[config.mk]
export PLATFORM = sky130hd
export DESIGN_NAME = aq_sysio_top
export DESIGN_NICKNAME = d
export VERILOG_FILES = /design/src/rtl/aq_sysio_top.sv
export SDC_FILE = /design/constraint.sdc
export NUM_CORES = 1
export LEC_CHECK = 0
export ABC_AREA = 1
export CORE_ASPECT_RATIO = 1.75
export CORE_UTILIZATION = 37
export DETAILED_ROUTE_END_ITERATION = 8
export PLACE_DENSITY = 0.76
export SLEW_MARGIN = 20
export SYNTH_ARGS = -nofsm -noshare
export SYNTH_HDL_FRONTEND = slang
export SYNTH_HIERARCHICAL = 1
export SYNTH_SLANG_ARGS = --single-unit
[constraint.sdc]
create_clock -name forever_cpuclk -period 1 [get_ports forever_cpuclk]
set_input_delay 0.1 -clock forever_cpuclk [delete_from_list [all_inputs] [get_ports forever_cpuclk]]
set_output_delay 0.1 -clock forever_cpuclk [all_outputs]
set_load 0.01 [all_outputs]
[src/rtl/aq_sysio_top.sv]
// -----------------------------------------------------------------------------
// aq_sysio_top
//   System-side companion of the core IO boundary, clocked by the always-on
//   core clock.  It does three jobs:
//     * brings the six asynchronous pad interrupt levels into the core clock
//       domain (plain two-flop synchronizers, no filtering);
//     * captures the reset vector base address while reset is held;
//     * turns the core's low-power request into the clock-off / wake handshake
//       with the clock generator.
//
// Ports
//   forever_cpuclk            in   always-on core clock
//   cpurst                    in   synchronous active-high reset
//   pad_cpu_{me,ms,mt,se,ss,st}_int  in  asynchronous level interrupts
//   pad_cpu_rvba[39:0]        in   reset vector base from pads
//   cpuio_sysio_lpmd_b[1:0]   in   core low-power request (11 RUN, 00 WAIT,
//                                  01 DOZE, 10 STOP)
//   clkgen_sysio_clkoff_ack   in   clkgen reports core clock gated (1) / on (0)
//   sysio_cpuio_*_int         out  synchronized interrupts
//   sysio_xx_rvba[39:0]       out  latched reset base address
//   sysio_clkgen_clkoff_req   out  request to gate the core clock
//   sysio_pad_lpmd_b[1:0]     out  low-power status to pads, 11 unless the
//                                  clock is confirmed off
// -----------------------------------------------------------------------------

// Single-bit two-flop synchronizer; the second flop drives the output.
module aq_sysio_sync (
    input  logic clk_i,
    input  logic rst_i,
    input  logic d_i,
    output logic q_o
);
    logic s1_q;
    logic s2_q;

    always_ff @(posedge clk_i) begin
        if (rst_i) begin
            s1_q <= 1'b0;
            s2_q <= 1'b0;
        end else begin
            s1_q <= d_i;
            s2_q <= s1_q;
        end
    end

    assign q_o = s2_q;
endmodule

module aq_sysio_top #(
    parameter int ENTER_DLY = 4   // stable cycles before clock-off, 1..15
) (
    input  logic        forever_cpuclk,
    input  logic        cpurst,
    input  logic        pad_cpu_me_int,
    input  logic        pad_cpu_ms_int,
    input  logic        pad_cpu_mt_int,
    input  logic        pad_cpu_se_int,
    input  logic        pad_cpu_ss_int,
    input  logic        pad_cpu_st_int,
    input  logic [39:0] pad_cpu_rvba,
    input  logic [1:0]  cpuio_sysio_lpmd_b,
    input  logic        clkgen_sysio_clkoff_ack,
    output logic        sysio_cpuio_me_int,
    output logic        sysio_cpuio_ms_int,
    output logic        sysio_cpuio_mt_int,
    output logic        sysio_cpuio_se_int,
    output logic        sysio_cpuio_ss_int,
    output logic        sysio_cpuio_st_int,
    output logic [39:0] sysio_xx_rvba,
    output logic        sysio_clkgen_clkoff_req,
    output logic [1:0]  sysio_pad_lpmd_b
);

    localparam int         NUM_INT   = 6;
    localparam logic [3:0] DLY       = 4'(ENTER_DLY);
    localparam logic [1:0] LPMD_RUN  = 2'b11;
    localparam logic [1:0] LPMD_STOP = 2'b10;

    // Interrupt vector bit positions.
    localparam int I_ME = 5;
    localparam int I_SE = 2;

    typedef enum logic [1:0] {
        ST_RUN   = 2'd0,
        ST_ENTER = 2'd1,
        ST_OFF   = 2'd2,
        ST_WAKE  = 2'd3
    } state_e;

    // -------------------------------------------------------------------------
    // Interrupt synchronizers
    // -------------------------------------------------------------------------
    logic [NUM_INT-1:0] pad_int;
    logic [NUM_INT-1:0] int_sync;

    assign pad_int = {pad_cpu_me_int, pad_cpu_ms_int, pad_cpu_mt_int,
                      pad_cpu_se_int, pad_cpu_ss_int, pad_cpu_st_int};

    for (genvar i = 0; i < NUM_INT; i++) begin : g_sync
        aq_sysio_sync u_sync (
            .clk_i (forever_cpuclk),
            .rst_i (cpurst),
            .d_i   (pad_int[i]),
            .q_o   (int_sync[i])
        );
    end

    assign sysio_cpuio_me_int = int_sync[5];
    assign sysio_cpuio_ms_int = int_sync[4];
    assign sysio_cpuio_mt_int = int_sync[3];
    assign sysio_cpuio_se_int = int_sync[2];
    assign sysio_cpuio_ss_int = int_sync[1];
    assign sysio_cpuio_st_int = int_sync[0];

    // -------------------------------------------------------------------------
    // Reset vector base: transparent while in reset, frozen afterwards.
    // -------------------------------------------------------------------------
    logic [39:0] rvba_q;

    always_ff @(posedge forever_cpuclk) begin
        if (cpurst) begin
            rvba_q <= pad_cpu_rvba;
        end
    end

    assign sysio_xx_rvba = rvba_q;

    // -------------------------------------------------------------------------
    // Wake event, qualified by the latched low-power mode.  STOP only wakes
    // on external interrupts; WAIT and DOZE wake on anything.
    // -------------------------------------------------------------------------
    state_e      state_q, state_d;
    logic [3:0]  cnt_q, cnt_d;
    logic [1:0]  mode_q, mode_d;
    logic [1:0]  pad_lpmd_q, pad_lpmd_d;
    logic        clkoff_q, clkoff_d;
    logic        wake_evt;

    always_comb begin
        wake_evt = |int_sync;
        if (mode_q == LPMD_STOP) begin
            wake_evt = int_sync[I_ME] | int_sync[I_SE];
        end
    end

    // -------------------------------------------------------------------------
    // Low-power handshake FSM
    // -------------------------------------------------------------------------
    always_comb begin
        state_d    = state_q;
        cnt_d      = cnt_q;
        mode_d     = mode_q;
        pad_lpmd_d = LPMD_RUN;

        case (state_q)
            ST_RUN: begin
                if (cpuio_sysio_lpmd_b != LPMD_RUN) begin
                    state_d = ST_ENTER;
                    mode_d  = cpuio_sysio_lpmd_b;
                    cnt_d   = DLY;
                end
            end

            ST_ENTER: begin
                // Wake outranks an expiring counter so a late interrupt never
                // lets the clock go off.
                if (cpuio_sysio_lpmd_b == LPMD_RUN || wake_evt) begin
                    state_d = ST_RUN;
                end else if (cpuio_sysio_lpmd_b != mode_q) begin
                    // Request changed flavour: restart the stability window.
                    cnt_d  = DLY;
                    mode_d = cpuio_sysio_lpmd_b;
                end else begin
                    cnt_d = cnt_q - 4'd1;
                    if (cnt_q == 4'd1) begin
                        state_d = ST_OFF;
                    end
                end
            end

            ST_OFF: begin
                // lpmd_b is ignored here; only a wake gets us out.  The pad
                // status follows ack so a clkgen abort reverts it to RUN.
                if (wake_evt) begin
                    state_d = ST_WAKE;
                end else if (clkgen_sysio_clkoff_ack) begin
                    pad_lpmd_d = mode_q;
                end
            end

            ST_WAKE: begin
                // Wait for the clock to be restored and the core to be back
                // in RUN; no timeout.
                if (!clkgen_sysio_clkoff_ack && cpuio_sysio_lpmd_b == LPMD_RUN) begin
                    state_d = ST_RUN;
                end
            end

            default: begin
                state_d = ST_RUN;
            end
        endcase

        clkoff_d = (state_d == ST_OFF);
    end

    always_ff @(posedge forever_cpuclk) begin
        if (cpurst) begin
            state_q    <= ST_RUN;
            cnt_q      <= 4'd0;
            mode_q     <= LPMD_RUN;
            pad_lpmd_q <= LPMD_RUN;
            clkoff_q   <= 1'b0;
        end else begin
            state_q    <= state_d;
            cnt_q      <= cnt_d;
            mode_q     <= mode_d;
            pad_lpmd_q <= pad_lpmd_d;
            clkoff_q   <= clkoff_d;
        end
    end

    assign sysio_clkgen_clkoff_req = clkoff_q;
    assign sysio_pad_lpmd_b        = pad_lpmd_q;

endmodule

==> impl_metrics.toml, run 1 <==
[critical_path]
r2r_cells = 7
crit_arrival_ps = 1430
end_kind = "flip-flop"
crit_path_cell_trace = "inv_2 > nand2_2 > nor2_1 > nand3_1 > nor2_2 > o21ai_2 > nor2_2"
r2r_start = "state_q[1]"
max_stage_delay_ps = 380
start_kind = "flip-flop"
crit_top_cell = "nor2_2"
reg2reg_to = "sysio_clkgen_clkoff_req"
reg2reg_slack_ps = -140
cp_max_fo = 5
worst_ep_required_time_ps = 1290
crit_slowest_cell = "dfxtp_1"
worst-setup-path-type = "reg -> reg"

[placement]
gp_congestion = 0.881
pre_cts_ws_ps = -409
dpl_cell_area_mm2 = 0.00338
port_buffers = 99
hpwl_um = 3660

[die]
dieArea_mm2 = 0.00622
die_y_um = 104
io_pins = 100
core_region_area_mm2 = 0.00563
initial_core_util_pct = 38.7
die_width_um = 60.0
rows = 36

[power]
p_leak_nw = 1.44
max-vdd-ir-drop_mv = 0.824
power.density_mw_per_mm2 = 1710

[drt]
post-route-drc-count = 0
wl_per_cell_um = 13.4
dr.pass1.iters = 4
vias = 1676
viasPerCell = 4.48
drt-total-wl_um = 5010
drt.antenna.violating_nets = 0
dr.first_iter.drc_count = 49

[clocking]
clock_latency_ps = 340
h-tree-depth = 3
cts_hold_buf = 0
cts_buffer_depth = 2
cts-buffers-inserted = 9
clkSinkCount = 63
path_clk_slew_ps = 70
cts_tree = "built"
cts_root_buf = "clkbuf_8"

[synth]
yosys_register_bits = 63
synth_fp_nets = 225
post-synth-top-area-cell = "edfxtp_1"
synth.cell_area_mm2 = 0.00218
syn_inst = 172
synth.distinct_cells = 23
yosys_warnings = 6
netlist.area_leader.share_pct = 55.1
seq_area_frac_synth_pct = 76.2
syn_avg_cell_area_um2 = 12.7
synthTopCellsByArea = "edfxtp_1, dfxtp_1, nand2_1"

[global_route]
grt_overflow = 0
grt_pass1_vias = 1553
grt_use_total_pct = 17.4
grt_max_degree = 27
grt_pass1_wl_um = 7420
antenna_found_initial = 0

[sta]
post-route-min-period_ps = 1140
worst_pin_slew_ps = 328
slew_violations = 0
rsz0062_at_grt = "true"
setup_tns_ps = -1300
fin_skew_ps = 4.06
hold_violations = 0
timing.fmax_mhz = 875
setup_ws_ps = -143
fin_crit_sh_pct = 114
maxSlewHeadroom_pct = 77.9
setup_violations = 11

[status]
status = "finished, violations left"
violations = "setup timing"

[layout]
fin_util_pct = 60.2
syn2layout_area_growth_pct = 55.4
diodes = 0
final_nets = 346
final_layout_size_suffix_gt1_share_pct = 38.3
final_cell_area_mm2 = 0.00339

[job]
maxCapViolCount = 0

[hold_path]
holdCritStartpoint = "cpurst"
whs_path_depth = 3
hold_path_class = "in -> reg"
min_to = "sysio_pad_lpmd_b[0]"
flip-flops by register name, indices dropped and copies added, names as in the netlist:
| signal | cells |
|---|---|
| sysio_clkgen_clkoff_req | 1 |
| state_q | 2 |
| cnt_q | 4 |
| g_sync.u_sync/s1_q | 6 |
| g_sync.u_sync/q_o | 6 |
| sysio_xx_rvba | 40 |
| mode_q | 2 |
| sysio_pad_lpmd_b | 2 |
through the flow:
stage / instances / hold slack (ps) / power (mW)
2_1_floorplan: 172 / 164 / 3.47
3_3_place_gp: 356 / 385 / 4.06
3_5_place_dp: 356 / 389 / 4.09
4_1_cts: 374 / 83.9 / 5.82
5_1_grt: 374 / 119 / 6.09
6_report: 374 / 103 / 5.81
cell families after synthesis:
kind of cell / Yosys count / synth area share (%)
flops: 63 / 76.2
buf+inv: 27 / 4.70
compound gates: 6 / 1.55
simple gates: 73 / 16.0
xor+xnor: 1 / 0.402
fa+ha+maj: 2 / 1.15
worst max-delay path: cells and delay by family (launching register included):
family	cells	cell delay [ps]
simple gates	5	570
flops	1	380
buf+inv	1	80
compound gates	1	70
where the power goes:
part | internal (mW) | leakage, nW | switching (mW) | total (mW)
sequential | 2.97 | 0.584 | 0.0832 | 3.06
clock | 0.887 | 0.0801 | 0.920 | 1.81
combinational | 0.475 | 0.779 | 0.467 | 0.942
layout make-up:
| type | instances | area (um^2) |
|---|---|---|
| Inverter | 27 | 103 |
| Clock buffer | 12 | 135 |
| Clock inverter | 4 | 22.5 |
| Fill cell | 466 | 2240 |
| Timing Repair Buffer | 109 | 841 |
| Tap cell | 76 | 95.1 |
| Multi-Input combinational cell | 83 | 515 |
| Sequential cell | 63 | 1680 |
worst max path at each step:
stage / startpoint / endpoint / slack, ps / depth (start not counted)
3_3_place_gp: cpuio_sysio_lpmd_b[1] / sysio_clkgen_clkoff_req / -350 / 9
2_1_floorplan: cnt_q[1] / state_q[1] / -70 / 7
6_report: state_q[1] / sysio_clkgen_clkoff_req / -140 / 7
4_1_cts: cnt_q[1] / sysio_clkgen_clkoff_req / -160 / 7
5_1_grt: g_sync[3].u_sync/q_o / mode_q[1] / -250 / 8
3_5_place_dp: cpuio_sysio_lpmd_b[1] / mode_q[1] / -410 / 7
cell usage after synthesis:
| master | instances |
|---|---|
| nand3_2 | 1 |
| nand3_1 | 9 |
| inv_2 | 4 |
| o21ai_1 | 1 |
| nand4_1 | 4 |
| nand2_2 | 5 |
| dfxtp_1 | 23 |
| nor3b_1 | 1 |
| clkinv_2 | 1 |
| nor2_4 | 2 |
| o21ai_0 | 1 |
| nand2_4 | 1 |
| inv_1 | 22 |
| nand2_1 | 27 |
| nor4_1 | 1 |
| a21oi_1 | 3 |
| nor2_1 | 19 |
| xnor2_1 | 1 |
| nor3_1 | 1 |
| a21oi_2 | 1 |
| edfxtp_1 | 40 |
| nor2_2 | 2 |
| ha_1 | 2 |
cell usage in the layout, fill, tap and decap left out, types with 8 or more instances in the layout:
master	synthesis	final
buf_4	0	8
clkdlybuf4s50_1	0	49
inv_1	22	20
nand3_1	9	8
nand2_1	27	24
dfxtp_1	23	15
edfxtp_1	40	40
buf_2	0	50
clkbuf_8	0	9
nor2_1	19	18
layer usage:
layer  global-route usage, %  routed length, um
met1                    15.5               1640
met2                    29.8               2820
met3                    5.99                347
met4                    13.0                201
met5                       0                  0
what timing repair did:
item                                    in CTS  in global routing
setup buffers                                1                  0
gates resized for setup                    207                 12
cloned                                       1                  0
pin swaps                                    8                  8
endpoints found under the setup margin      60                 18
Power figures use the tool's default switching activity.
==> inputs of run 2 (changes only) <==
--- a/config.mk
+++ b/config.mk
@@ -13,5 +13,4 @@
 export SLEW_MARGIN = 20
 export SYNTH_ARGS = -nofsm -noshare
 export SYNTH_HDL_FRONTEND = slang
-export SYNTH_HIERARCHICAL = 1
 export SYNTH_SLANG_ARGS = --single-unit
==> run 2 against run 1 <==
Compared with the run above: the flow still finishes with violations (setup timing); cell area increased by 2.6%; highest routed layer unchanged; sequential cell count unchanged; critical path type unchanged; clock-buffer cell count rose by 1; largest cell class unchanged; hold slack better by 26 ps; synthesized area decreased by 0.17%.
==> impl_metrics.toml, run 2 <==
[synth]
yosys_warnings = 0
syn_inst = 170
netlist.area_leader.share_pct = 55.2
post-synth-top-area-cell = "edfxtp_1"
synth_fp_nets = 223
synth-edff-count = 40
synth-async-reset-ratio_pct = 0
yosys_register_bits = 63
syn_avg_cell_area_um2 = 12.8
synthTopCellsByArea = "edfxtp_1, dfxtp_1, nand2_1"
synth.cell_area_mm2 = 0.00218
synth.distinct_cells = 23
synth.most_common_cell = "edfxtp_1"
synthFlopType = "edfxtp_1"
synth_common_cells = "edfxtp_1, nand2_1, dfxtp_1"
seq_area_frac_synth_pct = 76.3

[power]
power.density_mw_per_mm2 = 1910
p_leak_nw = 1.49
power_frac_clock_pct = 36.4
sequentialPowerShare_pct = 46.8
switchingPower_mw = 1.54
p_sw_share_pct = 23.2
max-vdd-ir-drop_mv = 1.12
combPwrFrac_pct = 16.8
internal_power_mw = 5.09

[die]
die_width_um = 60.0
core_region_area_mm2 = 0.00563
dieArea_mm2 = 0.00621
die_y_um = 103
initial_core_util_pct = 38.7
rows = 36
io_pins = 100

[sta]
fin_skew_ps = 7.01
maxSlewHeadroom_pct = 79.1
hold_violations = 0
worst_pin_slew_ps = 314
slew_violations = 0
timing.fmax_mhz = 865
setup_ws_ps = -156
rsz0062_at_grt = "true"
fin_crit_sh_pct = 116
post-route-min-period_ps = 1160
setup_violations = 12

[global_route]
grt_overflow = 0
antenna_found_initial = 0
grt_use_total_pct = 16.8
grt_max_degree = 26
grt_pass1_vias = 1602
grt_pass1_wl_um = 7120

[clocking]
clkSinkCount = 63
h-tree-depth = 3
path_clk_slew_ps = 60
cts_hold_buf = 0
cts-buffers-inserted = 9
cts_tree = "built"
clock_latency_ps = 340
cts_root_buf = "clkbuf_8"
cts_buffer_depth = 2

[drt]
drt-total-wl_um = 4860
drt.antenna.violating_nets = 0
vias = 1654
dr.pass1.iters = 4
wl_per_cell_um = 13.0
post-route-drc-count = 0
viasPerCell = 4.42
dr.first_iter.drc_count = 16

[job]
maxCapViolCount = 0

[layout]
final_nets = 346
final_layout_size_suffix_gt1_share_pct = 39.3
diodes = 0
final_cell_mix = "clkdlybuf4s50_1, buf_2, edfxtp_1, nand2_1, inv_1"
syn2layout_area_growth_pct = 59.7
fin_util_pct = 61.8
largest_reg_flops = 40
layout_commonest_cell = "clkdlybuf4s50_1"

[placement]
port_buffers = 99
gp_congestion = 0.881
pre_cts_ws_ps = -392
hpwl_um = 3490

[critical_path]
crit_arrival_ps = 1370
worst_ep_required_time_ps = 1210
start_kind = "flip-flop"
cp_max_fo = 5
worst-setup-path-type = "reg -> reg"
end_kind = "flip-flop"
reg2reg_slack_ps = -160

[status]
violations = "setup timing"
status = "finished, violations left"

[hold_path]
hold_path_class = "in -> reg"
## run 2: cell types whose count changed in the layout (fill, tap and decap cells not counted), sizes merged, moves of 2 or more
cell / change
bufinv: +2
clkbuf: +3
clkinv: -3
inv: -2
## run 2: power by group through the flow
stage	Combinational [mW]	Sequential, mW	Clock [mW]
finish	1.11	3.10	2.41
global placement	1.09	3.13	0
global route	1.22	3.12	2.59
CTS	1.07	3.10	2.49
floorplan	0.385	3.22	0
detailed placement	1.12	3.14	0
## run 2: per-stage QoR
step           hold slack (ps)  setup TNS [ps]  total power [mW]  area [um^2]  cells
2_1_floorplan              164            -427              3.60         2190    170
3_3_place_gp               383           -3390              4.23         3360    356
3_5_place_dp               388           -3670              4.26         3360    356
4_1_cts                    124           -1310              6.65         3450    373
5_1_grt                    165           -2180              6.92         3480    374
6_report                   129           -1260              6.62         3480    374
## run 2: final cells by class
type                            instances  area, um^2
Inverter                               24        90.1
Clock buffer                           13         159
Sequential cell                        63        1680
Tap cell                               76        95.1
Fill cell                             461        2150
Clock inverter                          3        65.1
Timing Repair Buffer                  112         867
Multi-Input combinational cell         83         522
## run 2: kinds of logic (layout without fill, tap and decap cells)
family	count (synthesis)	in the layout	share of synthesized area (%)
xor+xnor	1	1	0.402
fa+ha+maj	2	2	1.15
flops	63	63	76.3
simple gates	73	74	16.1
buf+inv	25	152	4.31
compound gates	6	6	1.67
## run 2: worst max-delay path, cell delays in order (launching register included)
cell     delay (ps)
dfxtp_2         330
inv_2            60
nand2_1          90
nand2_2         120
nand2_4          80
nand2_4         100
nand3_4          90
nand2_1          80
nand3_1          70
## run 2: worst paths after layout
kind	from	end	cells after the start
max	mode_q[0]	mode_q[0]	8
min	cpurst	sysio_pad_lpmd_b[1]	5
max reg2reg	mode_q[0]	mode_q[0]	8
min reg2reg	g_sync[5].u_sync.s1_q	g_sync[5].u_sync.q_o	2
## run 2: layer usage
| layer | wire length [um] | GRT usage, % |
|---|---|---|
| met5 | 0 | 0 |
| met4 | 238 | 14.1 |
| met3 | 350 | 7.09 |
| met2 | 2620 | 29.3 |
| met1 | 1650 | 14.1 |
## run 2: repair_timing
| action | 4_1_cts | 5_1_grt |
|---|---|---|
| endpoints found under the setup margin | 60 | 17 |
| gates resized for setup | 207 | 14 |
| pin swaps | 13 | 9 |
| hold endpoints to repair | 0 | 0 |
| gates cloned | 1 | 0 |
| setup buffers | 0 | 2 |
==> inputs of run 3 (changes only) <==
--- a/config.mk
+++ b/config.mk
@@ -10,7 +10,7 @@
 export CORE_UTILIZATION = 37
 export DETAILED_ROUTE_END_ITERATION = 8
 export PLACE_DENSITY = 0.76
-export SLEW_MARGIN = 20
+export SLEW_MARGIN = 0
 export SYNTH_ARGS = -nofsm -noshare
 export SYNTH_HDL_FRONTEND = slang
 export SYNTH_SLANG_ARGS = --single-unit
==> results of run 3 <==
Same layout as run 2: the final DEF is identical, and so are final timing and power.
